===== src/rtl/serial_sub_arbiter.sv =====
// Round-robin arbiter for two requesters sharing one bit-serial full-subtractor cell, LSB first.
// Latency: operands accepted at edge E0, res_valid high after edge E0+WIDTH, minimum WIDTH+2 cycles per op.
// Backpressure: res_ready low holds DONE and the result indefinitely; no request is accepted outside IDLE.
module serial_sub_arbiter #(
    parameter int WIDTH = 8
) (
    input  logic             clk,
    input  logic             rst_n,
    input  logic             req0_valid,
    input  logic [WIDTH-1:0] req0_a,
    input  logic [WIDTH-1:0] req0_b,
    output logic             req0_ready,
    input  logic             req1_valid,
    input  logic [WIDTH-1:0] req1_a,
    input  logic [WIDTH-1:0] req1_b,
    output logic             req1_ready,
    output logic             res_valid,
    input  logic             res_ready,
    output logic [WIDTH-1:0] res_diff,
    output logic             res_borrow,
    output logic             res_id,
    output logic             busy
);

    localparam int CW = (WIDTH > 1) ? $clog2(WIDTH) : 1;
    localparam logic [CW-1:0] LAST = CW'(WIDTH - 1);

    localparam logic [1:0] IDLE  = 2'd0;
    localparam logic [1:0] SHIFT = 2'd1;
    localparam logic [1:0] DONE  = 2'd2;

    logic [1:0]       state;
    logic             last_grant;
    logic [WIDTH-1:0] a_sh;
    logic [WIDTH-1:0] b_sh;
    logic [WIDTH-1:0] diff_q;
    logic             borrow_q;
    logic             id_q;
    logic [CW-1:0]    count;

    logic grant;
    logic idle;
    logic bit_d;
    logic bit_b;

    always_comb begin
        // Gated with rst_n so neither requester sees a ready while reset is held.
        idle       = rst_n && (state == IDLE);
        grant      = (req0_valid && req1_valid) ? ~last_grant : req1_valid;
        req0_ready = idle && req0_valid && !grant;
        req1_ready = idle && req1_valid && grant;
        bit_d      = a_sh[0] ^ b_sh[0] ^ borrow_q;
        bit_b      = (~a_sh[0] & b_sh[0]) | (~(a_sh[0] ^ b_sh[0]) & borrow_q);
    end

    always_ff @(posedge clk or negedge rst_n) begin
        if (!rst_n) begin
            state      <= IDLE;
            last_grant <= 1'b1;
            a_sh       <= '0;
            b_sh       <= '0;
            diff_q     <= '0;
            borrow_q   <= 1'b0;
            id_q       <= 1'b0;
            count      <= '0;
        end else begin
            case (state)
                IDLE: begin
                    if (req0_ready || req1_ready) begin
                        a_sh       <= grant ? req1_a : req0_a;
                        b_sh       <= grant ? req1_b : req0_b;
                        borrow_q   <= 1'b0;
                        count      <= '0;
                        id_q       <= grant;
                        last_grant <= grant;
                        state      <= SHIFT;
                    end
                end
                SHIFT: begin
                    // Difference bits enter at the MSB so bit 0 lands at the LSB after WIDTH shifts.
                    diff_q   <= {bit_d, diff_q[WIDTH-1:1]};
                    a_sh     <= a_sh >> 1;
                    b_sh     <= b_sh >> 1;
                    borrow_q <= bit_b;
                    count    <= count + 1'b1;
                    if (count == LAST) begin
                        state <= DONE;
                    end
                end
                DONE: begin
                    if (res_ready) begin
                        state <= IDLE;
                    end
                end
                default: state <= IDLE;
            endcase
        end
    end

    assign res_valid  = (state == DONE);
    assign res_diff   = diff_q;
    assign res_borrow = borrow_q;
    assign res_id     = id_q;
    assign busy       = (state != IDLE);

endmodule


===== config.mk =====
export PLATFORM = sky130hd
export DESIGN_NAME = serial_sub_arbiter
export DESIGN_NICKNAME = d
export VERILOG_FILES = /design/src/rtl/serial_sub_arbiter.sv
export SDC_FILE = /design/constraint.sdc
export NUM_CORES = 1
export LEC_CHECK = 0
export BUFFER_PORTS_ARGS = -buffer_cell sky130_fd_sc_hd__buf_2
export CORE_UTILIZATION = 51
export CTS_CLUSTER_SIZE = 30
export DETAILED_ROUTE_END_ITERATION = 6
export PLACE_DENSITY = 0.79
export SKIP_CTS_REPAIR_TIMING = 1
export SYNTH_ARGS = -nofsm -noshare
export SYNTH_HDL_FRONTEND = slang
export SYNTH_SLANG_ARGS = --single-unit

===== constraint.sdc =====
create_clock -name clk -period 1.8 [get_ports clk]
set_input_delay 0.18 -clock clk [delete_from_list [all_inputs] [get_ports clk]]
set_output_delay 0.18 -clock clk [all_outputs]
set_load 0.03 [all_outputs]

# Yosys cells after proc, flatten, opt, wreduce, memory -nomap -nowiden
# Cells that the tools add are included.
dict set report word_totals {
  ff_bits 32
  in_bits 37
  out_inout_bits 14
  wordCells 52
}
dict set report op_classes {
  addsub 1
  eq_ne 6
  n_mux 15
  bitwise_logic 8
  reduce_logical 14
}
# op n
set op_table {}
lappend op_table {{two-way mux 8 bit} 4}
lappend op_table {{one-hot mux 8 bit (2 select lines)} 2}
lappend op_table {{logical AND 1 bit} 6}
lappend op_table {{two-way mux 2 bit} 3}
lappend op_table {{one-hot mux 2 bit (3 select lines)} 1}
lappend op_table {{one-hot mux 3 bit (2 select lines)} 1}
lappend op_table {{inequality test 2 x 1 -> 1 bit (second input constant)} 2}
lappend op_table {{AND reduction 2 bit} 2}
lappend op_table {{nonzero test 2 bit} 2}
lappend op_table {{adder 3 x 1 -> 3 bit (second input constant)} 1}
lappend op_table {{equality test 3 bit (second input constant)} 1}
lappend op_table {{two-way mux 3 bit} 1}
lappend op_table {{NOT 1 bit} 3}
lappend op_table {{AND reduction 3 bit} 1}
lappend op_table {{bitwise AND 1 bit} 2}
lappend op_table {{equality test 2 x 1 -> 1 bit (second input constant)} 1}
lappend op_table {{equality test 2 bit (second input constant)} 1}
lappend op_table {{zero test 2 bit} 1}
lappend op_table {{two-way mux 1 bit} 2}
lappend op_table {{inequality test 2 bit (second input constant)} 1}
lappend op_table {{one-hot mux 1 bit (2 select lines)} 1}
lappend op_table {{XOR 1 bit} 2}
lappend op_table {{zero test 1 bit} 1}
lappend op_table {{logical OR 1 bit} 1}
lappend op_table {{bitwise OR 1 bit} 1}

# Logic depth before layout (Yosys ltp)
dict set report depth {
  word_depth 7
  ltp_mapped 6
  depth_no_buf 4
}

# Least setup slack after synthesis
# OpenSTA, ideal clock, no wires.
dict set report synth_timing {
  kind {reg2reg}
  start {register state[1]}
  end {register id_q (netlist: res_id)}
  setup_time_ns 0.066
  t_arrival_ns 1.375
  required_ns 1.734
  path_slack_ns 0.359
  stages_incl_launch_ff 6
  n_path_buf 1
  synth_period_minus_slack_ns 1.441
  cell_sequence {dfrtp_1 clkbuf_1 nor2_1 nand2_1 nor2_1 a21o_1}
}
dict set report synth_between {
  elab_chain_len 6
  elab_cells_between_ends 8
  classes_between {reduce/logical (8)}
}
# item line_no
set synth_lines {}
lappend synth_lines {{start, declared} 32} ;# logic [1:0] state;
lappend synth_lines {{start signal, assigned} 58} ;# state <= IDLE;
lappend synth_lines {{start signal, assigned} 76} ;# state <= SHIFT;
lappend synth_lines {{start signal, assigned} 87} ;# state <= DONE;
lappend synth_lines {{zero test 2 bit} 48} ;# idle = rst_n && (state == IDLE);
lappend synth_lines {{logical AND 1 bit} 48}
lappend synth_lines {{logical AND 1 bit (2 in a row)} 51} ;# req1_ready = idle && req1_valid && grant;
lappend synth_lines {{named net req1_ready} 16} ;# output logic req1_ready,
lappend synth_lines {{logical OR 1 bit} 69} ;# if (req0_ready || req1_ready) begin
lappend synth_lines {{AND reduction 2 bit (no line)} -}
lappend synth_lines {{end signal, assigned} 74} ;# id_q <= grant;
lappend synth_lines {{end, declared} 38} ;# logic id_q;
# The timed path passes the listed nets, and every way through them passes these cells.
# A chain may end at the register's enable or synchronous reset.

# Final worst setup path
dict set report layout_timing {
  start {register state[0]}
  end {output req1_ready}
}
dict set report layout_between {
  elab_chain_len 4
}
# item line_no
set layout_lines {}
lappend layout_lines {{zero test 2 bit} 48}
lappend layout_lines {{logical AND 1 bit} 48}
lappend layout_lines {{logical AND 1 bit (2 in a row)} 51}
lappend layout_lines {{end, declared} 16}
# No other way between the ends.

==> flow_summary.yaml <==
yosys:
  syn_inst: 180
  synth_warnings: 0
  avgSynthCellArea_um2: 9.74
  ys_seq_area_frac: 0.458
  synth_ff_type: "dfrtp_1"
  synthArstFlopShare: 1.00
  syn_nets: 220
  synth_area_leaders: "dfrtp_1, nand2_1, a21o_1"
  synth-seq-cells: 32
  netlist.area_leader.share: 0.443
  synth_commonest_cells: "nand2_1, dfrtp_1, a21o_1, a21oi_2, a221oi_2"
  synth_area_mm2: 0.00175
  yosysTopAreaCell: "dfrtp_1"
  synth-edff-count: 0
  yosysMostFrequentCell: "nand2_1"
  synth.distinct_cells: 31
clock_tree:
  cts_tree: "done"
  clk_latency_ps: 340
  cts_buffer_depth: 2
  cts_buffers: 5
  path_clk_slew_ps: 100
  clock_sinks: 32
  h-tree-depth: 2
  clockRootBuffer: "clkbuf_4"
sta:
  rsz0062_at_grt: "no"
  tns_ps: 0
  slew_violations: 0
  setup_violations: 0
  period_needed_ps: 1660
  fin_crit_sh: 0.922
  timing.fmax_ghz: 0.602
  hold_viol: 0
  worst_pin_slew_ps: 865
  slew_headroom: 0.422
  worst_slack_ps: 140
  finalClockSkew_ps: 4.99
layout:
  fin_util: 0.689
  final_cells: 282
  num-nets-final: 277
  final-seq-area_um2: 803
  area_growth_pct: 24.0
  layout-drive-gt1-share: 0.387
  multiInputGateArea_um2: 848
  antenna_cells: 0
  fillers: 266
flow_run:
  maxCapViolations: 0
floorplan:
  dieArea_mm2: 0.00368
  core_mm2: 0.00315
  die_h_um: 60.6
  start_util: 0.556
  rows: 20
  die_w_um: 60.6
  ios: 51
global_route:
  grt_max_degree: 26
  overflow: 0
  antenna_found_initial: 0
  grt_pass1_wl_um: 6020
  grt_usage: 0.228
  grt_pass1_vias: 1390
setup_path:
  startpoint_type: "register"
  path_max_fanout: 10
  crit_arrival_ps: 1480
  crit_required_ps: 1620
  crit_type: "register to primary output"
  crit_path_end_kind: "primary output"
placement:
  place_congestion: 0.777
  io_buffers: 50
  dpl.hpwl_um: 2640
  dp.cells: 269
  dpl_worst_slack_ps: 285
route:
  via_count: 1541
  via_per_inst: 5.46
  dr.pass1.iters: 4
  wl_per_cell_um: 13.3
  drt-initial-drc-count: 48
  drc: 0
  wirelength_um: 3750
  ant_nets: 0
outcome:
  status: "completed"
power:
  p_leak_nw: 1.18
  p_per_area_mw_per_mm2: 1630
  power_w: 0.00355
  irDropWorstVdd_mv: 0.754
min_path:
  min_path_type: "input port to register"
[critical path, cell delays in order (launching register included)]
cell	delay (ps)
dfrtp_2	490
nor2_2	180
nand2_1	120
nor2_1	130
buf_2	210
[state kept, by name, indices dropped and copies added, names as in the netlist]
name        count
a_sh            8
last_grant      1
count           3
res_borrow      1
res_diff        8
res_id          1
b_sh            8
state           2
[cells by family after synthesis]
| group | share of synthesized area |
|---|---|
| muxes | 0.00571 |
| DFF | 0.458 |
| buffers and inverters | 0.0614 |
| AOI/OAI and AO/OA | 0.288 |
| and+or+nand+nor | 0.162 |
| adders and majority gates | 0.0257 |
[power breakdown]
part	internal [W]	leakage, nW	switching [W]
sequential	0.00103	0.406	0.000216
combinational	0.000720	0.734	0.00102
clock	0.000289	0.0412	0.000268
total	0.00204	1.18	0.00150
[layout by cell type, fill, tap and decap left out, types with 4 or more instances in the layout]
cell       n
a21o_1    16
a21oi_1    7
a21oi_2    8
a221oi_1   6
a221oi_2   8
buf_2     50
buf_4      9
clkbuf_4   5
dfrtp_1   30
inv_1      5
nand2_1   58
o21ai_0    4
[metrics by stage]
stage | hold slack [ps] | area, µm²
2_1_floorplan | -116 | 1750
3_3_place_gp | 164 | 2040
3_5_place_dp | 164 | 2040
4_1_cts | -219 | 2120
5_1_grt | 123 | 2170
6_report | 119 | 2170
[worst paths after layout]
path                            cells after the start  slack [ps]      start     endpoint
worst max register to register                      5         350   state[0]      b_sh[5]
max in group asynchronous                           3         640      rst_n  res_diff[1]
min in group asynchronous                           3         470      rst_n      b_sh[3]
worst min-delay path                                3         120  res_ready     state[1]
worst min register to register                      1         490     res_id       res_id
worst max-delay path                                4         140   state[0]   req1_ready
[metal layers]
metal,wire (µm),global-route usage
met3,205,0.0384
met2,1730,0.356
met5,0,0
met1,1740,0.310
met4,74,0.107
[layout make-up]
cell class / instances / area share
multi-input combinational: 130 / 0.390
sequential: 32 / 0.370
timing repair buffer: 63 / 0.169
tap: 44 / 0.0253
clock inverter: 3 / 0.0196
clock buffer: 5 / 0.0173
inverter: 5 / 0.00864
(Power assumes the default switching activity.)
